===== config.mk =====
export PLATFORM = sky130hd
export DESIGN_NAME = mem_wr_pipe_flat
export DESIGN_NICKNAME = d
export VERILOG_FILES = /design/src/rtl/mem_wr_pipe_pkg.sv /design/src/rtl/mem_wr_pipe_if.sv /design/src/rtl/mem_wr_pipe.sv /design/src/flat_wrapper.sv
export SDC_FILE = /design/constraint.sdc
export NUM_CORES = 1
export LEC_CHECK = 0
export CELL_PAD_IN_SITES_DETAIL_PLACEMENT = 1
export CELL_PAD_IN_SITES_GLOBAL_PLACEMENT = 1
export CORE_MARGIN = 3
export CORE_UTILIZATION = 43
export DETAILED_ROUTE_END_ITERATION = 10
export PLACE_DENSITY_LB_ADDON = 0.1
export SYNTH_ARGS = -nofsm -noshare
export SYNTH_HDL_FRONTEND = slang
export SYNTH_SLANG_ARGS = --single-unit

===== constraint.sdc =====
create_clock -name clk -period 4.9 [get_ports clk]
set_clock_uncertainty 0.15 [all_clocks]
set_input_delay 1.47 -clock clk [delete_from_list [all_inputs] [get_ports clk]]
set_output_delay 1.47 -clock clk [all_outputs]
set_load 0.1 [all_outputs]

===== src/rtl/mem_wr_pipe_pkg.sv =====
// Shared types for the MEM->WB pipeline stage: state encoding and payload sizing.
package mem_wr_pkg;

    typedef enum logic [1:0] {
        EMPTY = 2'd0,
        ONE   = 2'd1,
        TWO   = 2'd2
    } state_e;

    function automatic int payload_w(input int data_w, input int rw_w, input int op_w);
        return 2 * data_w + rw_w + op_w + 2;
    endfunction

endpackage


===== src/rtl/mem_wr_pipe_if.sv =====
// MEM-side and WB-side handshake bundle for mem_wr_pipe, plus flush and occupancy.
interface mem_wr_pipe_if #(
    parameter int DATA_W = 32,
    parameter int RW_W   = 5,
    parameter int OP_W   = 6
);
    logic              flush;
    logic              in_valid;
    logic              in_ready;
    logic [DATA_W-1:0] mem_dout;
    logic [DATA_W-1:0] mem_result;
    logic [RW_W-1:0]   mem_rw;
    logic              mem_regWr;
    logic              mem_memtoreg;
    logic [OP_W-1:0]   mem_op;
    logic              out_valid;
    logic              out_ready;
    logic [DATA_W-1:0] wr_dout;
    logic [DATA_W-1:0] wr_result;
    logic [RW_W-1:0]   wr_rw;
    logic              wr_regWr;
    logic              wr_memtoreg;
    logic [OP_W-1:0]   wr_op;
    logic [1:0]        occ;

    modport master (
        output flush, in_valid, mem_dout, mem_result, mem_rw, mem_regWr, mem_memtoreg, mem_op,
        output out_ready,
        input  in_ready, out_valid, wr_dout, wr_result, wr_rw, wr_regWr, wr_memtoreg, wr_op, occ
    );

    modport slave (
        input  flush, in_valid, mem_dout, mem_result, mem_rw, mem_regWr, mem_memtoreg, mem_op,
        input  out_ready,
        output in_ready, out_valid, wr_dout, wr_result, wr_rw, wr_regWr, wr_memtoreg, wr_op, occ
    );
endinterface


===== src/rtl/mem_wr_pipe.sv =====
// MEM->WB stage register with valid/ready, synchronous flush and optional 2-entry skid.
// state | meaning
// EMPTY | no entry held, out_valid low
// ONE   | main slot holds the entry presented on wr_*
// TWO   | main presented, skid holds the next entry, in_ready low (SKID=1 only)
module mem_wr_pipe
    import mem_wr_pkg::*;
#(
    parameter int DATA_W = 32,
    parameter int RW_W   = 5,
    parameter int OP_W   = 6,
    parameter int SKID   = 1
) (
    input  logic clk,
    input  logic rst_n,
    mem_wr_pipe_if.slave bus
);

    localparam int PAYLOAD_W = payload_w(DATA_W, RW_W, OP_W);

    state_e               state_q, state_d;
    logic [PAYLOAD_W-1:0] main_q, main_d;
    logic [PAYLOAD_W-1:0] skid_q, skid_d;
    logic [PAYLOAD_W-1:0] in_pl;
    logic                 in_ready;
    logic                 out_valid;
    logic                 push;
    logic                 pop;
    logic                 main_regwr;

    assign in_pl = {bus.mem_dout, bus.mem_result, bus.mem_rw,
                    bus.mem_regWr, bus.mem_memtoreg, bus.mem_op};

    assign out_valid = (state_q != EMPTY);
    assign push      = bus.in_valid & in_ready & ~bus.flush;
    assign pop       = out_valid & bus.out_ready;

    always_comb begin
        state_d = state_q;
        main_d  = main_q;
        skid_d  = skid_q;
        if (bus.flush) begin
            state_d = EMPTY;
        end else begin
            case (state_q)
                EMPTY: begin
                    if (push) begin
                        state_d = ONE;
                        main_d  = in_pl;
                    end
                end
                ONE: begin
                    // Without a skid slot, push in ONE implies out_ready, so push & !pop cannot occur.
                    if (push && !pop) begin
                        if (SKID != 0) begin
                            state_d = TWO;
                            skid_d  = in_pl;
                        end
                    end else if (push && pop) begin
                        main_d = in_pl;
                    end else if (pop) begin
                        state_d = EMPTY;
                    end
                end
                TWO: begin
                    if (pop) begin
                        state_d = ONE;
                        main_d  = skid_q;
                    end
                end
                default: state_d = EMPTY;
            endcase
        end
    end

    always_ff @(posedge clk or negedge rst_n) begin
        if (!rst_n) begin
            state_q <= EMPTY;
            main_q  <= '0;
            skid_q  <= '0;
        end else begin
            state_q <= state_d;
            main_q  <= main_d;
            skid_q  <= skid_d;
        end
    end

    if (SKID != 0) begin : g_skid
        logic in_ready_q;
        // Registered so WB back-pressure never reaches MEM combinationally.
        always_ff @(posedge clk or negedge rst_n) begin
            if (!rst_n) in_ready_q <= 1'b1;
            else        in_ready_q <= (state_d != TWO);
        end
        assign in_ready = in_ready_q;
    end else begin : g_noskid
        assign in_ready = ~out_valid | bus.out_ready;
    end

    assign {bus.wr_dout, bus.wr_result, bus.wr_rw, main_regwr, bus.wr_memtoreg, bus.wr_op} = main_q;

    assign bus.wr_regWr  = main_regwr & out_valid;
    assign bus.out_valid = out_valid;
    assign bus.in_ready  = in_ready;
    assign bus.occ       = state_q;

endmodule


===== src/flat_wrapper.sv =====
// flat-port wrapper written by rule: the top's interface ports become plain ports
module mem_wr_pipe_flat import mem_wr_pkg::*;
#(
    parameter int DATA_W = 32,
    parameter int RW_W   = 5,
    parameter int OP_W   = 6,
    parameter int SKID   = 1
)
  (clk, rst_n, bus_flush, bus_in_valid, bus_mem_dout, bus_mem_result, bus_mem_rw, bus_mem_regWr, bus_mem_memtoreg, bus_mem_op, bus_out_ready, bus_in_ready, bus_out_valid, bus_wr_dout, bus_wr_result, bus_wr_rw, bus_wr_regWr, bus_wr_memtoreg, bus_wr_op, bus_occ);
  mem_wr_pipe_if #(.DATA_W(DATA_W), .RW_W(RW_W), .OP_W(OP_W)) bus_i ();
  input  logic clk;
  input  logic rst_n;
  input wire logic [$bits(bus_i.flush)-1:0] bus_flush;
  input wire logic [$bits(bus_i.in_valid)-1:0] bus_in_valid;
  input wire logic [$bits(bus_i.mem_dout)-1:0] bus_mem_dout;
  input wire logic [$bits(bus_i.mem_result)-1:0] bus_mem_result;
  input wire logic [$bits(bus_i.mem_rw)-1:0] bus_mem_rw;
  input wire logic [$bits(bus_i.mem_regWr)-1:0] bus_mem_regWr;
  input wire logic [$bits(bus_i.mem_memtoreg)-1:0] bus_mem_memtoreg;
  input wire logic [$bits(bus_i.mem_op)-1:0] bus_mem_op;
  input wire logic [$bits(bus_i.out_ready)-1:0] bus_out_ready;
  output wire logic [$bits(bus_i.in_ready)-1:0] bus_in_ready;
  output wire logic [$bits(bus_i.out_valid)-1:0] bus_out_valid;
  output wire logic [$bits(bus_i.wr_dout)-1:0] bus_wr_dout;
  output wire logic [$bits(bus_i.wr_result)-1:0] bus_wr_result;
  output wire logic [$bits(bus_i.wr_rw)-1:0] bus_wr_rw;
  output wire logic [$bits(bus_i.wr_regWr)-1:0] bus_wr_regWr;
  output wire logic [$bits(bus_i.wr_memtoreg)-1:0] bus_wr_memtoreg;
  output wire logic [$bits(bus_i.wr_op)-1:0] bus_wr_op;
  output wire logic [$bits(bus_i.occ)-1:0] bus_occ;
  assign bus_i.flush = bus_flush;
  assign bus_i.in_valid = bus_in_valid;
  assign bus_i.mem_dout = bus_mem_dout;
  assign bus_i.mem_result = bus_mem_result;
  assign bus_i.mem_rw = bus_mem_rw;
  assign bus_i.mem_regWr = bus_mem_regWr;
  assign bus_i.mem_memtoreg = bus_mem_memtoreg;
  assign bus_i.mem_op = bus_mem_op;
  assign bus_i.out_ready = bus_out_ready;
  assign bus_in_ready = bus_i.in_ready;
  assign bus_out_valid = bus_i.out_valid;
  assign bus_wr_dout = bus_i.wr_dout;
  assign bus_wr_result = bus_i.wr_result;
  assign bus_wr_rw = bus_i.wr_rw;
  assign bus_wr_regWr = bus_i.wr_regWr;
  assign bus_wr_memtoreg = bus_i.wr_memtoreg;
  assign bus_wr_op = bus_i.wr_op;
  assign bus_occ = bus_i.occ;
  mem_wr_pipe #(.DATA_W(DATA_W), .RW_W(RW_W), .OP_W(OP_W), .SKID(SKID)) u_core (.clk(clk), .rst_n(rst_n), .bus(bus_i));
endmodule

==> metrics.cfg <==
[grt]
grt_max_degree = 129
grt_pass1_vias = 5043
antenna_found_initial = 0
gr-total-overflow = 0
track_usage = 0.186
grt_pass1_wl_um = 26500

[setup_path]
max_stage_delay_ns = 0.96
path_class = reg2out
path_cells = or2_2 -> and2_1 -> clkdlybuf4s50_1
path_max_fanout = 7
arrival_ns = 2.34
cpMaxStageDelayCell = clkdlybuf4s50_1
required_ns = 3.28
worst_setup_path_start_kind = flop
cp-end-kind = output pin

[sta]
setup_violations = 0
drv_slew = 0
max-slew-margin-rel = 0.300
fin_tns_setup_ns = 0
fmax_mhz = 252
final_hold_viol_count = 0
period_needed_ns = 3.96
min_period_over_period = 0.809
hold_slack_ns = 0.327
worstMarginPinSlew_ns = 1.05
grt_setup_unrepaired = no

[detailed_routing]
wl_um = 16300
drc_errors = 0
dr.first_iter.drc_count = 135
wl_per_cell_um = 18.1
vias = 4532
antenna_left = 0
vias_per_cell = 5.04
dr.pass1.iters = 4

[synthesis]
avgSynthCellArea_um2 = 12.1
async_flop_share = 1.00
ys_seq_area_frac = 0.551
netlist_instances = 592
yosys.cell_types.count = 23
syn-num-nets = 674
synth_edf_count = 0
yosys_warnings = 0
ys_ff_latch = 157
ys.flop_type = dfrtp_1
syn_area_um2 = 7130

[floorplan]
start_util = 0.444
io_pins = 163
row_count = 46
core-area_um2 = 16100
die_area_um2 = 18200
fp.dieH_um = 135
dieWidth_um = 135

[cts]
cts_made_buffers = 17
root_buffer = clkbuf_16
postCtsHoldBufs = 0
cts_resized = 0
clk_path_buf_depth = 2
clk_pin_slew_ns = 0.06
cts_setup_buffers = 0
htreeDepth = 4
cts_num_sinks = 157
tritoncts = yes
clk_latency_ns = 0.42

[placement]
gp_congestion = 0.726
placed_cell_area_um2 = 8360
io_buffers = 162
dp_hpwl_um = 10700

[cells_and_area]
fin_nets = 752
layout_common_cells = clkdlybuf4s50_1 (161), dfrtp_1 (156), nand2_1 (78)
areaGrowthSynthToFinish_pct = 26.6
final_cell_area_um2 = 9030
layout_commonest_cell = clkdlybuf4s50_1
num_antenna_cells = 0
drive_above_1_share = 0.177

[power_and_ir_drop]
irDropWorstVdd_uv = 269
p_leak_uw = 0.00377
powerDensity_nw_per_um2 = 544

[run]
drv_cap = 0

[worst_hold_path]
min_path_type = reg2reg

[run_status]
status = finished clean

-- synthesized netlist by cell type, types with 3 or more instances --
library cell / n / area share
nand2_1: 79 / 0.042
clkbuf_1: 6 / 0.0032
a21oi_1: 3 / 0.0021
o21ai_0: 63 / 0.044
dfrtp_1: 156 / 0.55
buf_2: 14 / 0.0098
nor2_1: 4 / 0.0021
o21ai_1: 15 / 0.011
buf_6: 4 / 0.0063
mux2_2: 77 / 0.12
mux2i_1: 77 / 0.11
buf_4: 83 / 0.087
-- kinds of logic after synthesis --
logic type,Yosys count,synth area share
DFF,157,0.551
and+or+nand+nor,90,0.0505
AOI/OAI and AO/OA,83,0.0617
muxes,154,0.230
buffers and inverters,108,0.107
-- registers in the layout (all words and copies together) (netlist names) --
signal and flops:
u_core.skid_q 77, u_core.bus.occ 2, u_core.main_q 77, u_core.bus.in_ready 1
-- layer usage --
metal	track usage	wire, um
met3	0.0477	761
met4	0.0650	266
met2	0.318	8320
met1	0.229	6930
met5	0	0
-- final timing paths --
kind,to,slack (ns),startpoint,cells past startpoint
min in group asynchronous,u_core.main_q[67],0.96,rst_n,1
worst max register to register,u_core.main_q[56],2.41,u_core.bus.occ[1],4
worst min-delay path,u_core.main_q[53],0.33,u_core.main_q[53],2
max in group asynchronous,u_core.main_q[34],2.71,rst_n,2
worst max-delay path,bus_wr_regWr,0.94,u_core.bus.occ[0],3
worst min register to register,u_core.main_q[53],0.33,u_core.main_q[53],2
-- critical path: cells and delay by family (launching register included) --
| kind | cells | cell delay, ns |
|---|---|---|
| DFF | 1 | 0.47 |
| buffers and inverters | 1 | 0.96 |
| and+or+nand+nor | 2 | 0.50 |
-- metrics by stage --
step | power [uW] | util | instances | setup slack (ns)
after floorplan | 3180 | - | 592 | 0.886
after global placement | 3420 | 0.521 | 867 | 1.17
after detailed placement | 3480 | 0.521 | 867 | 1.10
after CTS | 4980 | 0.562 | 899 | 0.904
after global routing | 5140 | 0.562 | 899 | 0.850
final | 4910 | 0.562 | 899 | 0.936
-- where the power goes --
part	internal [uW]	total [uW]	switching, uW
clock network	934	1460	526
registers	1610	1790	179
logic	477	1660	1180
total	3030	4910	1890
-- area by class of cell --
type	instances	area (um^2)
clock buffer	19	453
clock inverter	13	213
fill	1589	7030
multi-input combinational	327	2450
sequential	157	3930
tap	216	270
timing repair buffer	167	1710
Power figures use the tool's default switching activity.
